$ cat config.mk
export PLATFORM = sky130hd
export DESIGN_NAME = alu_multicycle_exec
export DESIGN_NICKNAME = d
export VERILOG_FILES = /design/src/rtl/alu_pkg.sv /design/src/rtl/alu_core.sv /design/src/rtl/alu_multicycle_exec.sv
export SDC_FILE = /design/constraint.sdc
export NUM_CORES = 1
export LEC_CHECK = 0
export ABC_CLOCK_PERIOD_IN_PS = 2500
export CAP_MARGIN = 20
export CORE_ASPECT_RATIO = 0.7
export CORE_UTILIZATION = 35
export DETAILED_ROUTE_END_ITERATION = 7
export SLEW_MARGIN = 20
export SYNTH_ARGS = -nofsm -noshare
export SYNTH_HDL_FRONTEND = slang
export SYNTH_SLANG_ARGS = --single-unit
$ cat constraint.sdc
create_clock -name clk -period 2.5 [get_ports clk]
set_clock_uncertainty 0.05 [all_clocks]
set_input_delay 0.25 -clock clk [delete_from_list [all_inputs] [get_ports clk]]
set_output_delay 0.25 -clock clk [all_outputs]
set_load 0.01 [all_outputs]
$ cat src/rtl/alu_pkg.sv
// rtl/alu_pkg.sv - shared op encoding and execute-stage FSM states
package alu_pkg;

    localparam int SHAMT_W = 5;

    typedef enum logic [3:0] {
        OP_ADD  = 4'b0000,
        OP_SUB  = 4'b1000,
        OP_SLL  = 4'b0001,
        OP_SLT  = 4'b0010,
        OP_SLTU = 4'b0011,
        OP_XOR  = 4'b0100,
        OP_SRL  = 4'b0101,
        OP_SRA  = 4'b1101,
        OP_OR   = 4'b0110,
        OP_AND  = 4'b0111
    } alu_op_e;

    typedef enum logic [1:0] {
        ST_IDLE  = 2'd0,
        ST_SHIFT = 2'd1,
        ST_DONE  = 2'd2
    } exec_state_e;

    // func_7 bit 6 only distinguishes ADD/SUB and SRL/SRA; elsewhere it is don't-care
    function automatic alu_op_e decode_op(input logic [3:0] code);
        alu_op_e op;
        op = OP_ADD;
        case (code[2:0])
            3'b000:  op = code[3] ? OP_SUB : OP_ADD;
            3'b001:  op = OP_SLL;
            3'b010:  op = OP_SLT;
            3'b011:  op = OP_SLTU;
            3'b100:  op = OP_XOR;
            3'b101:  op = code[3] ? OP_SRA : OP_SRL;
            3'b110:  op = OP_OR;
            default: op = OP_AND;
        endcase
        return op;
    endfunction

endpackage

$ cat src/rtl/alu_core.sv
// rtl/alu_core.sv - single-cycle add/sub/compare/logic datapath
module alu_core
    import alu_pkg::*;
#(
    parameter int XLEN = 32
) (
    input  logic [3:0]      op,
    input  logic [XLEN-1:0] a,
    input  logic [XLEN-1:0] b,
    output logic [XLEN-1:0] y
);

    always_comb begin
        y = '0;
        case (op)
            OP_ADD:  y = a + b;
            OP_SUB:  y = a - b;
            OP_SLT:  y = {{(XLEN-1){1'b0}}, ($signed(a) < $signed(b))};
            OP_SLTU: y = {{(XLEN-1){1'b0}}, (a < b)};
            OP_XOR:  y = a ^ b;
            OP_OR:   y = a | b;
            OP_AND:  y = a & b;
            default: y = '0;
        endcase
    end

endmodule

$ cat src/rtl/alu_multicycle_exec.sv
// rtl/alu_multicycle_exec.sv - execute-stage ALU with serial shifter and valid/ready handshake
module alu_multicycle_exec
    import alu_pkg::*;
#(
    parameter int XLEN = 32
) (
    input  logic            clk,
    input  logic            rst_n,
    input  logic            flush,
    input  logic            in_valid,
    output logic            in_ready,
    input  logic [3:0]      alu_controller,
    input  logic [XLEN-1:0] operand_a,
    input  logic [XLEN-1:0] operand_b,
    output logic            out_valid,
    input  logic            out_ready,
    output logic [XLEN-1:0] result
);

    localparam logic [SHAMT_W-1:0] CNT_ONE = 1;

    exec_state_e        state;
    alu_op_e            op_in;
    alu_op_e            shift_op;
    logic [XLEN-1:0]    acc;
    logic [XLEN-1:0]    shifted;
    logic [XLEN-1:0]    core_y;
    logic [SHAMT_W-1:0] cnt;
    logic [SHAMT_W-1:0] shamt;
    logic               accept;
    logic               is_shift;

    assign op_in    = decode_op(alu_controller);
    assign shamt    = operand_b[SHAMT_W-1:0];
    assign is_shift = (op_in == OP_SLL) || (op_in == OP_SRL) || (op_in == OP_SRA);

    assign in_ready  = ((state == ST_IDLE) || ((state == ST_DONE) && out_ready)) && !flush;
    assign accept    = in_valid && in_ready;
    assign out_valid = (state == ST_DONE);

    alu_core #(.XLEN(XLEN)) u_core (
        .op (op_in),
        .a  (operand_a),
        .b  (operand_b),
        .y  (core_y)
    );

    always_comb begin
        case (shift_op)
            OP_SLL:  shifted = {acc[XLEN-2:0], 1'b0};
            OP_SRA:  shifted = {acc[XLEN-1], acc[XLEN-1:1]};
            default: shifted = {1'b0, acc[XLEN-1:1]};
        endcase
    end

    always_ff @(posedge clk or negedge rst_n) begin
        if (!rst_n) begin
            state    <= ST_IDLE;
            result   <= '0;
            acc      <= '0;
            cnt      <= '0;
            shift_op <= OP_ADD;
        end else if (flush) begin
            state <= ST_IDLE;
        end else begin
            case (state)
                ST_SHIFT: begin
                    acc <= shifted;
                    cnt <= cnt - CNT_ONE;
                    if (cnt == CNT_ONE) begin
                        result <= shifted;
                        state  <= ST_DONE;
                    end
                end
                ST_DONE: if (out_ready) state <= ST_IDLE;
                default: ;
            endcase
            // an accept in DONE overrides the return to IDLE above
            if (accept) begin
                if (is_shift) begin
                    acc      <= operand_a;
                    shift_op <= op_in;
                    if (shamt == '0) begin
                        result <= operand_a;
                        state  <= ST_DONE;
                    end else begin
                        cnt   <= shamt;
                        state <= ST_SHIFT;
                    end
                end else begin
                    result <= core_y;
                    state  <= ST_DONE;
                end
            end
        end
    end

endmodule

==> metrics.md <==
| Metric | Value |
|---|---|
| # rows | `49` |
| Wirelength per Cell | `21.05 um` |
| Die area | `27,690 um^2` |
| 1st-pass router iterations | `5` |
| Reg-to-Reg Start | `shift_op[3]` |
| Dpl hpwl | `32,680 um` |
| CTS tree | `built` |
| Largest net degree at the start of global routing | `43` |
| Max cap viols | `0` |
| Top layer reached by signal wires | `met4` |
| Worst Path Arrival | `2.80 ns` |
| Layout Cells excl Fill | `2,050` |
| RSZ-0062 raised after global routing | `yes` |
| FFs w/ async S/R, synth | `1.000` |
| First-pass GRT wire length | `65,810 um` |
| Cells after Synth | `1,266` |
| Worst path slowest cell | `or4_4` |
| Buffers & Inverters on Critical Path | `3` |
| Crit path kind | `in -> reg` |
| Total GRT Usage | `0.3088` |
| WL met3 | `4573 um` |
| Cell Area, Synth | `9457 um^2` |
| Final setup vio count | `11` |
| Die width | `198.5 um` |
| Commonest non-fill, non-tap cell in the layout | `buf_4` |
| Via density | `5.750` |
| M1 WL | `20,030 um` |
| Worst min path class | `in -> reg` |
| Vias in the first global route | `11,250` |
| Number of port buffers | `106` |
| Layout cells sized above 1 | `0.3957` |
| Commonest non-fill, non-tap cells in the layout | `buf_4, a21oi_1, nor2_1` |
| Area Growth Syn to Fin | `61.31%` |
| Pins Over Slew Limit | `0` |
| Chip height | `139.5 um` |
| Slew Limit Headroom | `0.6148` |
| Failing checks | `setup timing` |
| Crit-path leading delay family | `compound AO/OA/AOI/OAI gates` |
| Initial antenna violation count | `0` |
| Worst Hold Launch | `flush` |
| Seq/Total Area, Yosys | `0.1985` |
| Core region area | `26,120 um^2` |
| Post-synth top flop | `dfrtp_1` |
| Required @ worst endpoint | `2.67 ns` |
| Critical Path Sink Type | `flop` |
| I/O Pins | `107` |
| #FFs+latches synth | `75` |
| Setup TNS | `-0.5772 ns` |
| Final worst-path cycle share | `1.050` |
| Placed instance area | `13,210 um^2` |
| Worst Setup SP | `operand_a[12]` |
| Clk sinks | `75` |
| Final Util | `0.5841` |
| WL final | `43,160 um` |
| Peak supply drop | `0.0003595 V` |
| Fill cell count | `2,378` |
| Status | `complete, but fails checks` |
| Crit path largest cell delay | `0.58 ns` |
| Bufs on Longest Clock Path | `2` |
| Post-Place Cells | `1,969` |
| Power Dens Cells | `489.7 nW/um^2` |
| Slew @ Worst Pin | `0.5703 ns` |
| Clock Pin Slew Worst Setup and Hold Paths | `0.07 ns` |
| Final Cell Area | `15,250 um^2` |
| Insertion delay to the later sink of the worst-skew pair | `0.36 ns` |
| Syn avg cell area | `7.470 um^2` |
| RD Place Congestion | `0.9810` |
| Warnings, synthesis | `0` |
| Max frequency | `381.1 MHz` |
| DR iter-0 viols | `1,376` |
| Top cells by area, synth | `dfrtp_1, ha_1, a21oi_1, mux2i_1, nor2_1` |
| Total grt overflow | `0` |
| Most common cell on crit path | `buf_6` |
| Clock buffer count from CTS | `9` |
| Cell taking the most area after synthesis | `dfrtp_1` |
| PnR worst setup slack | `-0.1238 ns` |
| Routed Antenna Nets | `0` |
| H-tree depth | `3` |
| Pre-CTS WS | `-1.220 ns` |
| Yosys cell types | `88` |
| Root Buffer | `clkbuf_16` |
| Pleak | `6.732 nW` |
| CP cell instances | `buf_6, inv_4, ha_4, or4_4, buf_6, a21oi_4, and3b_2, o21ai_4, mux2i_1, xnor2_1, a221oi_2, o221ai_1` |
| DRC viols | `0` |
| Total number of vias | `11,790` |
| Antenna diodes | `0` |
| Layout Nets | `1,865` |
| Starting Density | `0.3621` |
| Area fraction of the dominant cell type after synthesis | `0.1985` |
| Tmin final | `2.624 ns` |
| Crit-path max FO | `4` |
| WL met2 | `17,720 um` |
| Final hold viol count | `0` |
| Post-synth EDFFs | `0` |
| Mapped Nets | `1,443` |
| Total power | `7.470 mW` |
| Hold Slack | `0.1812 ns` |
| Worst Setup Start Kind | `primary input` |
## registers in the layout, indices dropped and copies added, names as in the netlist
name / cells
result: 32
acc: 32
shift_op: 4
state: 2
cnt: 5
## report_power, final
part           leakage [nW]  total, mW  switching (mW)  internal (mW)
clock network         0.128       1.26           0.583          0.673
logic                  5.74       4.23            2.11           2.12
registers             0.863       1.98           0.385           1.60
## synth_stat cells, types with 4 or more instances
library cell,instances
nand4_1,7
a21oi_1,155
nor3b_1,4
o221ai_1,11
mux2i_1,45
nor2_1,118
o31ai_1,12
buf_2,13
ha_1,102
a211o_1,4
nor3_1,20
o211ai_1,15
inv_1,100
clkbuf_1,61
and3_1,5
nand2_1,91
and2_1,4
a31oi_1,9
a21o_1,9
o21ai_1,13
a211oi_1,26
nor4_1,11
nor2b_1,12
nand3_1,21
xor2_1,5
o22a_1,31
a22oi_1,39
a221o_1,5
dfrtp_1,75
a221oi_2,5
a22o_1,4
or4_1,4
xnor2_1,17
o21ai_0,80
nand2b_1,6
o22ai_1,19
buf_1,10
a221oi_1,8
o21bai_1,10
buf_4,4
## final timing paths
path                            cells after the start  slack (ns)          to
worst max-delay path                               12       -0.12  result[23]
worst min-delay path                                2        0.18      cnt[0]
worst max register to register                     10        0.15  result[16]
worst min register to register                      2        0.43   result[1]
max in group asynchronous                           3        1.43  result[31]
min in group asynchronous                           2        0.34   result[6]
## area by class of cell
type | instances | area, um^2 | share of cell area
Multi-Input combinational cell | 996 | 8045 | 0.5274
Clock buffer | 10 | 229.0 | 0.01501
Tap cell | 357 | 446.7 | 0.02928
Timing Repair Buffer | 501 | 4190 | 0.2747
Sequential cell | 75 | 1877 | 0.1230
Inverter | 105 | 424.2 | 0.02781
Clock inverter | 6 | 42.54 | 0.002789
## what timing repair did
| action | in CTS | in global routing |
|---|---|---|
| hold buffers | 1 | 0 |
| resized for setup | 323 | 137 |
| setup buffers | 50 | 17 |
| endpoints found under the hold margin | 33 | 0 |
| endpoints found under the setup margin | 29 | 25 |
| pin swaps | 90 | 87 |
## logic make-up after synthesis
family	synth area share
compound gates	0.3586
simple gates	0.1530
buf+inv	0.08164
fa+ha+maj	0.1392
flops	0.1985
mux	0.04882
xor+xnor	0.02038
## routing by layer
layer,track usage,vias up
met4,0.07328,0
met1,0.4639,5626
met3,0.07247,74
met2,0.4377,604
li1,-,5483
met5,0,-
Note: power is estimated with default switching activity, not from simulation.
